$ cat src/rtl/kpn_queue_arbiter.sv
// kpn_queue_arbiter: round-robin write arbiter and occupancy tracker for a
// single flagless KPN channel queue. Keeps the authoritative token count and
// gates q_wr/q_rd so the queue never sees a write when full or a read when empty.
//
// state      | meaning
// -----------+------------------------------------------
// ST_EMPTY   | occupancy == 0, reads blocked
// ST_PARTIAL | 0 < occupancy < CAP, reads and writes allowed
// ST_FULL    | occupancy == CAP, writes blocked
module kpn_queue_arbiter #(
  parameter int BITS_NUMBER              = 16,
  parameter int FIFO_ELEMENTS            = 5,
  parameter int NUMBER_OF_PRECHARGE_DATA = 0,
  parameter int NUM_PRODUCERS            = 4
) (
  input  logic                                 clk,
  input  logic                                 reset,
  input  logic [NUM_PRODUCERS-1:0]             prod_req,
  input  logic [NUM_PRODUCERS*BITS_NUMBER-1:0] prod_data,
  output logic [NUM_PRODUCERS-1:0]             prod_ack,
  input  logic                                 cons_rd,
  output logic                                 cons_valid,
  output logic [BITS_NUMBER-1:0]               cons_data,
  output logic                                 q_wr,
  output logic                                 q_rd,
  output logic [BITS_NUMBER-1:0]               q_entry_1,
  input  logic [BITS_NUMBER-1:0]               q_output_1,
  output logic [FIFO_ELEMENTS:0]               occupancy,
  output logic                                 full,
  output logic                                 empty
);

  localparam int CAP = 2 ** FIFO_ELEMENTS;
  localparam int OW  = FIFO_ELEMENTS + 1;
  localparam int PW  = (NUM_PRODUCERS > 1) ? $clog2(NUM_PRODUCERS) : 1;

  localparam logic [OW-1:0] CAP_OCC = OW'(CAP);
  localparam logic [OW-1:0] PRE_OCC = OW'(NUMBER_OF_PRECHARGE_DATA);

  typedef enum logic [1:0] {
    ST_EMPTY   = 2'd0,
    ST_PARTIAL = 2'd1,
    ST_FULL    = 2'd2
  } state_t;

  localparam state_t ST_RST = (NUMBER_OF_PRECHARGE_DATA == 0)   ? ST_EMPTY :
                              (NUMBER_OF_PRECHARGE_DATA == CAP) ? ST_FULL  :
                                                                  ST_PARTIAL;

  state_t          state_q, state_d;
  logic [OW-1:0]   occ_q, occ_d;
  logic [PW-1:0]   rr_q, rr_d;

  logic            grant_found;
  logic [PW-1:0]   grant_idx;
  logic [PW-1:0]   cand;
  logic            wr_ok;

  // Controller state registers: FSM state, token count, round-robin pointer.
  always_ff @(posedge clk or posedge reset) begin
    if (reset) begin
      state_q <= ST_RST;
      occ_q   <= PRE_OCC;
      rr_q    <= '0;
    end else begin
      state_q <= state_d;
      occ_q   <= occ_d;
      rr_q    <= rr_d;
    end
  end

  // Round-robin search: first requester at or after rr_q, wrapping around.
  always_comb begin
    grant_found = 1'b0;
    grant_idx   = rr_q;
    cand        = rr_q;
    for (int k = 0; k < NUM_PRODUCERS; k++) begin
      cand = PW'((int'(rr_q) + k) % NUM_PRODUCERS);
      if (!grant_found && prod_req[cand]) begin
        grant_found = 1'b1;
        grant_idx   = cand;
      end
    end
  end

  // Grant gating, queue strobes and write-data mux. A full queue blocks the
  // write even when a read happens in the same cycle, because the queue would
  // still advance its write pointer.
  always_comb begin
    wr_ok     = (state_q != ST_FULL);
    prod_ack  = '0;
    q_entry_1 = prod_data[BITS_NUMBER-1:0];
    for (int i = 0; i < NUM_PRODUCERS; i++) begin
      if (grant_idx == PW'(i)) begin
        prod_ack[i] = wr_ok & grant_found;
        q_entry_1   = prod_data[i*BITS_NUMBER +: BITS_NUMBER];
      end
    end
    q_wr = wr_ok & grant_found;
    q_rd = cons_rd & (state_q != ST_EMPTY);
  end

  // Next-state: count update, occupancy FSM transitions, pointer advance.
  always_comb begin
    occ_d   = occ_q;
    state_d = state_q;
    rr_d    = rr_q;

    if (q_wr && !q_rd) begin
      occ_d = occ_q + 1'b1;
    end else if (q_rd && !q_wr) begin
      occ_d = occ_q - 1'b1;
    end

    unique case (state_q)
      ST_EMPTY: begin
        if (q_wr) state_d = (CAP_OCC == OW'(1)) ? ST_FULL : ST_PARTIAL;
      end
      ST_PARTIAL: begin
        if (q_wr && !q_rd && occ_q == CAP_OCC - 1'b1) state_d = ST_FULL;
        else if (q_rd && !q_wr && occ_q == OW'(1))    state_d = ST_EMPTY;
      end
      ST_FULL: begin
        if (q_rd) state_d = (CAP_OCC == OW'(1)) ? ST_EMPTY : ST_PARTIAL;
      end
      default: state_d = ST_RST;
    endcase

    if (q_wr) begin
      rr_d = (grant_idx == PW'(NUM_PRODUCERS - 1)) ? '0 : grant_idx + 1'b1;
    end
  end

  // Status outputs decode the registered state; head data is a pass-through.
  always_comb begin
    full       = (state_q == ST_FULL);
    empty      = (state_q == ST_EMPTY);
    cons_valid = ~empty;
    cons_data  = q_output_1;
    occupancy  = occ_q;
  end

endmodule

$ cat config.mk
export PLATFORM = sky130hd
export DESIGN_NAME = kpn_queue_arbiter
export DESIGN_NICKNAME = d
export VERILOG_FILES = /design/src/rtl/kpn_queue_arbiter.sv
export SDC_FILE = /design/constraint.sdc
export NUM_CORES = 1
export LEC_CHECK = 0
export CORE_MARGIN = 8
export CORE_UTILIZATION = 31
export DETAILED_ROUTE_END_ITERATION = 10
export PLACE_DENSITY = 0.8
export SLEW_MARGIN = 10
export SYNTH_ARGS = -nofsm -noshare
export SYNTH_HDL_FRONTEND = slang
export SYNTH_SLANG_ARGS = --single-unit
$ cat constraint.sdc
create_clock -name clk -period 3.5 [get_ports clk]
set_input_delay 0.7 -clock clk [delete_from_list [all_inputs] [get_ports clk]]
set_output_delay 0.7 -clock clk [all_outputs]
set_load 0.005 [all_outputs]
After elaboration in Yosys (flattened, before gate mapping)
Cells that the tools add are included.
{"block": "word_totals", "reg_bits": 10, "inputBits": 87, "out_inout_bits": 47}
{"block": "op_classes", "add_sub_neg": 6, "order_cmp": 4, "n_eq_ne": 11, "muxes": 30, "bitwise": 3, "reduce_logical": 17}
{"op": "16-bit 2-to-1 mux", "n": 3}
{"op": "2-bit 2-to-1 mux", "n": 8}
{"op": "2-bit by 3-bit less-than comparator with 1-bit output (second input constant)", "n": 4}
{"op": "1-bit 2-to-1 mux", "n": 12}
{"op": "6-bit 2-to-1 mux", "n": 2}
{"op": "1-bit binary-select mux with 2-bit select", "n": 4}
{"op": "1-bit logical AND", "n": 7}
{"op": "6-bit by 1-bit adder with 6-bit output (second input constant)", "n": 1}
{"op": "2-bit == test (second input constant)", "n": 3}
{"op": "6-bit by 1-bit == test with 1-bit output (second input constant)", "n": 1}
{"op": "6-bit by 5-bit == test with 1-bit output (second input constant)", "n": 1}
{"op": "2-bit != test (second input constant)", "n": 3}
{"op": "2-bit one-hot mux with 3 select lines", "n": 1}
{"op": "6-bit by 1-bit subtractor with 6-bit output (second input constant)", "n": 1}
{"op": "1-bit zero test", "n": 5}
{"op": "2-bit by 1-bit adder with 2-bit output (second input constant)", "n": 2}
{"op": "2-bit adder (second input constant)", "n": 2}
{"op": "2-bit by 1-bit == test with 1-bit output (second input constant)", "n": 2}
{"op": "2-bit zero test", "n": 2}
{"op": "2-bit nonzero test", "n": 2}
{"op": "3-bit != test (second input constant)", "n": 1}
{"op": "3-bit AND reduction", "n": 1}
{"op": "1-bit bitwise AND", "n": 2}
{"op": "1-bit inverter", "n": 1}

Longest topological paths before layout
Gate-level depths: netlist of run 1.
{"block": "logic_depth", "depth_word": 19, "mapped_depth": 11, "depth_no_buf": 9}

Worst setup path after synthesis of run 1
Ideal clock, no wire load.
{"block": "synth_timing", "path_kind": "input to output", "start": "input prod_req[2]", "end": "output q_entry_1[14]", "arrival_ns": 2.408, "setup_slack_ns": 0.392, "path_stages": 11, "path_buffers": 2, "path_cell_list": "nor2b_1 > a221o_1 > o22a_1 > inv_1 > ha_1 > buf_2 > buf_2 > mux2i_1 > nor2_1 > a21oi_1 > o21ai_0"}
{"block": "synth_via", "elab_chain_cells": 16}
{"element": "start, declared", "line_no": "18", "rtl": "input logic [NUM_PRODUCERS-1:0] prod_req,"}
{"element": "1-bit binary-select mux with 2-bit select", "line_no": "79", "rtl": "if (!grant_found && prod_req[cand]) begin"}
{"element": "1-bit 2-to-1 mux (not written as such)", "line_no": "79"}
{"element": "1-bit 2-to-1 mux", "line_no": "79"}
{"element": "1-bit zero test", "line_no": "79"}
{"element": "1-bit logical AND", "line_no": "79"}
{"element": "1-bit 2-to-1 mux", "line_no": "79"}
{"element": "1-bit zero test", "line_no": "79"}
{"element": "1-bit logical AND", "line_no": "79"}
{"element": "1-bit 2-to-1 mux", "line_no": "79"}
{"element": "1-bit zero test", "line_no": "79"}
{"element": "1-bit logical AND", "line_no": "79"}
{"element": "2-bit 2-to-1 mux (*)", "line_no": "79"}
{"element": "2-bit by 1-bit == test with 1-bit output", "line_no": "94", "rtl": "if (grant_idx == PW'(i)) begin"}
{"element": "16-bit 2-to-1 mux (2 in series)", "line_no": "94"}
{"element": "16-bit 2-to-1 mux (*)", "line_no": "94"}
{"element": "end, declared", "line_no": "26", "rtl": "output logic [BITS_NUMBER-1:0] q_entry_1,"}
Mark *: on every way between the ends. The rest lies on a longest branch, timed or not. The select of a mux whose other input is x is not followed.

Worst setup path after layout of run 1
{"block": "layout_timing", "start": "input prod_req[2]", "end": "output prod_ack[2]"}
{"block": "layout_via", "elab_chain_cells": 14}
{"element": "1-bit binary-select mux with 2-bit select", "line_no": "79"}
{"element": "1-bit 2-to-1 mux (not written as such)", "line_no": "79"}
{"element": "1-bit 2-to-1 mux", "line_no": "79"}
{"element": "1-bit zero test", "line_no": "79"}
{"element": "1-bit logical AND", "line_no": "79"}
{"element": "1-bit 2-to-1 mux", "line_no": "79"}
{"element": "1-bit zero test", "line_no": "79"}
{"element": "1-bit logical AND", "line_no": "79"}
{"element": "1-bit 2-to-1 mux", "line_no": "79"}
{"element": "1-bit zero test", "line_no": "79"}
{"element": "1-bit logical AND", "line_no": "79"}
{"element": "2-bit 2-to-1 mux or 1-bit 2-to-1 mux (tied branches)", "line_no": "79"}
{"element": "2-bit == test or 1-bit bitwise AND (tied branches)", "line_no": "94, 95"}
{"element": "1-bit 2-to-1 mux (*)", "line_no": "94"}
{"element": "end, declared", "line_no": "20", "rtl": "output logic [NUM_PRODUCERS-1:0] prod_ack,"}
Marked as above.

==> metrics.csv, run 1 <==
metric;value;unit
n_antenna_cell;0;
critPathBufInv;4;
first_global_vias;1842;
synth.largest_area_cell;dfrtp_1;
path_clk_slew;50;ps
yosysMostFrequentCell;nor2_1;
drv_cap;0;
setup-violations-final;0;
yosysSeqAreaShare;0.1773;
gp_congestion;0.8035;
cp-end-kind;output port;
cts_buffers;3;
final_antenna_net_count;0;
dr_total_vias;1727;
layout-drive-gt1-share;0.1443;
final.setup_skew;3.448;ps
nets;387;
fmax;0.2982;GHz
ys.flop_type;dfrtp_1;
die_w;83.48;um
required;2800;ps
critical-path-top-delay-family;buffers and inverters;
crit_arrival;2650;ps
multi_input_area;975.9;sq um
grt_max_degree;26;
gr-usage-all-layers;0.1526;
yosysUniqueCellTypes;44;
tightest_slew;385.7;ps
synth_top_area_frac;0.1773;
cp.depth;9;
max_stage_delay;450;ps
antenna_found_initial;0;
reg2reg_from;rr_q[1];
hpwl;4186;um
hold_viol;0;
start_util;0.3219;
route.detailed.drc;0;
worst-r2r-setup-slack;1640;ps
core_area;4384;sq um
rsz0062_at_grt;false;
synth_nets;285;
slew_viol_final;0;
rows;24;
path_class;input pin to output port;
irDropWorstVdd;247.6;uV
syn_inst;191;
clock_latency;230;ps
worstRegToRegCells;6;
grt_overflow_total;0;
async_flop_share;1.000;
path_max_fanout;25;
hp-class;flop to flop;
vias_per_cell;5.035;
htreeDepth;1;
netlist_area;1411;sq um
seq_area;250.2;sq um
cts.sinks;10;
cts_tree;done;
place_ws;-524.4;ps
tns;0;ps
min_to;occupancy[5];
r2r_end;rr_q[1];
avgSynthCellArea;7.389;sq um
ys_warn_count;0;
synth_seq_cells;10;
dr.pass1.iters;4;
leakage;0.001150;uW
die-height;83.48;um
status;finished, final reports clean;
synth_area_leaders;dfrtp_1 18%, mux2i_1 12%, buf_4 8.5%;
holdPathStages;1;
cts_buffer_depth;2;
die-area;6968;sq um
period_needed;3354;ps
synth_edf_count;0;
cts-root-buf;clkbuf_8;
synth_commonest_cells;22 x nor2_1, 18 x a21oi_1, 18 x o21ai_0;
dr.first_iter.drc_count;76;
hp-start;occupancy[5];
period_share;0.9583;
crit_slowest_cell;clkdlybuf4s50_1;
io_buffers;101;
area_delta_synth_final;85.46;%
max_slew_margin;0.7393;
grt_pass1_wl;9101;um
path_cells;clkbuf_2 -> nor2b_2 -> a221o_1 -> o22a_1 -> buf_4 -> ha_1 -> buf_12 -> and3_2 -> clkdlybuf4s50_1;
ios;134;
routed_wl;5520;um
cp-start-kind;input pin;
fin_ws;146.0;ps
wl_per_cell;16.09;um
p_per_area;622.4;nW/um^2
fill_cells;412;
## worst register-to-register path: stages (launching register included)
cell	delay [ps]
dfrtp_1	430
nor2_1	90
a221o_1	310
o22a_1	230
buf_4	150
ha_2	250
mux2_1	290
## through the flow
step	util	hold WS, ps	std cells	total power (uW)	instance area (sq um)
finish	0.5970	533.9	343	1629	2618
global route	0.5970	540.7	343	1780	2618
CTS	0.5919	531.6	342	1603	2595
detailed placement	0.5656	523.5	334	1445	2480
global placement	0.5656	537.0	334	1427	2480
floorplan	-	495.7	191	779.7	1411
## cell usage in the layout (no fill, tap or decap), types with 7 or more instances in the layout
cell type and instances:
clkdlybuf4s50_1 81, nor2_1 22, a21oi_1 18, nand2_1 17, buf_4 17, o21ai_0 16
mux2i_1 16, dlygate4sd2_1 16, dfrtp_1 10, inv_1 7
## flip-flops by register name (all words and copies together), names as in the netlist
name,flops
occupancy,6
rr_q,2
state_q,2
## power by group
part | total, uW | internal, uW | switching (uW)
clock network | 117 | 75.0 | 41.8
logic | 1270 | 748 | 518
registers | 246 | 165 | 81.1
## final cells by class
cell class / instances / share of cell area
Timing Repair Buffer: 124 / 0.4780
Inverter: 9 / 0.01291
Multi-Input combinational cell: 145 / 0.3728
Tap cell: 52 / 0.02486
Clock buffer: 3 / 0.01577
Sequential cell: 10 / 0.09560
## worst max path at each step
stage | from | to | slack [ps]
2_1_floorplan | prod_req[2] | q_entry_1[14] | 390
3_3_place_gp | prod_req[0] | q_entry_1[1] | -500
3_5_place_dp | prod_req[0] | q_entry_1[1] | -520
4_1_cts | prod_req[2] | prod_ack[2] | 20
5_1_grt | prod_req[2] | q_entry_1[13] | 30
6_report | prod_req[2] | prod_ack[2] | 150
## routing by layer
layer  up-vias  track usage  routed length (um)
met1       774       0.1742                2283
met2        78       0.2638                2712
met5         -            0                   0
met3        18      0.04395                 364
met4         0      0.05181                 159
li1        857            -                   -
## cell families after synthesis
kind of cell,after synthesis,synth area share
DFF,10,0.1773
buffers and inverters,36,0.1463
adders and majority gates,7,0.06205
AOI/OAI and AO/OA,52,0.2234
and+or+nand+nor,61,0.2172
xor gates and xnor gates,6,0.03723
muxes,19,0.1365
## timing repair
item | 4_1_cts | 5_1_grt
gates resized for setup | 25 | 10
endpoints found under the setup margin | 20 | 20
setup buffers | 3 | 0
pin swaps | 3 | 3
cloned | 2 | 1
endpoints found under the hold margin | 0 | 0
hold buffers | 0 | 0
No activity file was read; power rests on OpenSTA's default activity.
==> inputs of run 2 (changes only) <==
Settings changed: ABC_AREA set to 1, CORE_UTILIZATION 31 to 33, CTS_CLUSTER_SIZE set to 20, PLACE_DENSITY 0.8 to 0.79, SLEW_MARGIN 10 to 40.
==> metrics.csv, run 2 <==
metric;value;unit
cp-end-kind;output port;
synth_seq_cells;10;
synth.largest_area_cell;nand2_1;
cts-root-buf;clkbuf_8;
yosysUniqueCellTypes;25;
gp_congestion;0.8457;
worstRegToRegCells;16;
layout_commonest_cell;nand2_1;
hp-start;state_q[0];
fin_hold_ws;508.2;ps
period_needed;3398;ps
worst-r2r-setup-slack;1360;ps
die-area;7497;sq um
irDropWorstVdd;829.5;uV
hpwl;5220;um
htreeDepth;1;
clock_latency;240;ps
netlist_area;1644;sq um
io_buffers;101;
nets;494;
finalNonFillerCells;466;
leakage;0.001488;uW
async_flop_share;1.000;
dr.first_iter.drc_count;118;
syn_inst;289;
cts_buffers;3;
fmax;0.2943;GHz
ys.flop_type;dfrtp_1;
cts_hold_buf;0;
max_slew_margin;0.7151;
ios;134;
avgSynthCellArea;5.689;sq um
cts_buffer_depth;2;
dp.cells;452;
r2r_end;rr_q[1];
final_antenna_net_count;0;
antenna_found_initial;0;
hp-class;flop to flop;
routed_wl;7071;um
grt_max_degree;18;
required;2800;ps
crit_arrival;2700;ps
cts_tree;done;
final_util;0.6347;
setup-violations-final;0;
first_global_vias;2179;
path_max_fanout;6;
critPathLaunch;rr_q[0];
path_clk_slew;50;ps
synth_edf_count;0;
tightest_slew;426.9;ps
die-height;86.59;um
ys_warn_count;0;
drv_cap;0;
p_per_area;1402;nW/um^2
status;finished, final reports clean;
most-common-layout-cells;102 x nand2_1, 77 x clkdlybuf4s50_1, 26 x o21ai_1;
grt_pass1_wl;10640;um
core_area;4755;sq um
holdPathStages;1;
min_to;state_q[0];
gr-usage-all-layers;0.1751;
slew_viol_final;0;
hold_viol;0;
dr_total_vias;2264;
final.setup_skew;0.8013;ps
synth_commonest_cells;111 x nand2_1, 33 x o21ai_0, 28 x nand3_1;
rows;25;
yosysMostFrequentCell;nand2_1;
die_w;86.59;um
vias_per_cell;4.858;
wl_per_cell;15.17;um
route.detailed.drc;0;
yosysSeqAreaShare;0.1522;
cp-start-kind;flop;
synth_nets;383;
fill_cells;436;
reg2reg_from;rr_q[0];
period_share;0.9708;
start_util;0.3458;
synth_area_leaders;nand2_1 25%, dfrtp_1 15%, o21ai_0 10%;
cts.sinks;10;
largest_reg_flops;6;
path_class;flop to output port;
dr.pass1.iters;5;
n_antenna_cell;0;
synth_top_area_frac;0.2534;
layout-drive-gt1-share;0.2481;
grt_overflow_total;0;
area_delta_synth_final;83.56;%
[run 2: cell count changes after synthesis, sizes merged, moves of 7 or more]
cell and delta:
and3 -7, mux2i -17, nand2 +101, nor2 -12, o21ai +22, nand3 +30
a21oi -18, inv +19
[run 2: routing by layer]
metal | routed length, um | track usage
met1 | 2613 | 0.1799
met2 | 3661 | 0.3229
met3 | 631 | 0.04442
met4 | 165 | 0.08138
met5 | 0 | 0
[run 2: logic make-up (layout without fill, tap and decap cells)]
logic type               Yosys count  after routing  share of synthesized area
flip-flops                        10             10                     0.1522
adder cells (fa/ha/maj)            7              7                    0.05327
buffers and inverters             55            165                     0.1644
AND/OR/NAND/NOR                  170            170                     0.4711
AO/OA/AOI/OAI                     41             41                     0.1271
XOR/XNOR                           6              6                    0.03196
[run 2: stage by stage]
stage	cell area [sq um]	worst slack (ps)	power [uW]	TNS, ps
2_1_floorplan	1644	117.0	1810	0
3_3_place_gp	2760	-620.3	3454	-10970
3_5_place_dp	2760	-707.1	3510	-12140
4_1_cts	2894	23.55	3883	0
5_1_grt	3018	-42.28	4614	-181.3
6_report	3018	102.3	4230	0
[run 2: where the power goes]
group / internal [uW] / switching [uW]
Combinational: 1980 / 1870
Clock: 99.4 / 51.9
Sequential: 169 / 66.6
Total: 2250 / 1980
[run 2: what timing repair did]
item,CTS,global route
setup buffers,1,4
gates cloned,4,1
pin swaps,12,20
gates resized for setup,112,37
setup endpoints to repair,20,19
[run 2: worst max-delay path: stages (launching register included)]
cell,delay (ps)
dfrtp_1,390
buf_4,160
nand2_1,80
nand2_1,80
nand2_2,90
nand2_4,80
nor2_8,130
nand2_4,70
nor2_4,110
or2_1,150
nand2_1,80
nand2_1,70
nand2_2,70
ha_4,190
inv_4,80
buf_8,110
nand2_1,50
nand3_1,50
o21ai_1,70
o21ai_1,180
buf_2,160
[run 2: layout make-up]
| cell class | count | area [sq um] | share of cell area |
|---|---|---|---|
| inverter | 29 | 116.4 | 0.03856 |
| clock buffer | 4 | 55.05 | 0.01824 |
| sequential | 10 | 251.5 | 0.08333 |
| timing repair buffer | 132 | 1274 | 0.4221 |
| tap | 67 | 83.83 | 0.02778 |
| multi-input combinational | 224 | 1237 | 0.4100 |
[run 2: how the worst max path moves through the flow]
| stage | to | slack, ps | cells after the start |
|---|---|---|---|
| 6_report | q_entry_1[13] | 100 | 20 |
| 5_1_grt | q_entry_1[13] | -40 | 20 |
| 4_1_cts | q_entry_1[0] | 20 | 18 |
| 3_5_place_dp | q_entry_1[9] | -710 | 19 |
| 3_3_place_gp | q_entry_1[7] | -620 | 19 |
| 2_1_floorplan | q_entry_1[10] | 120 | 19 |
==> inputs of run 3 (changes only) <==
Settings changed: SKIP_LAST_GASP set to 1.
==> results of run 3 <==
No change in the layout: final DEF, timing and power equal those of run 2.
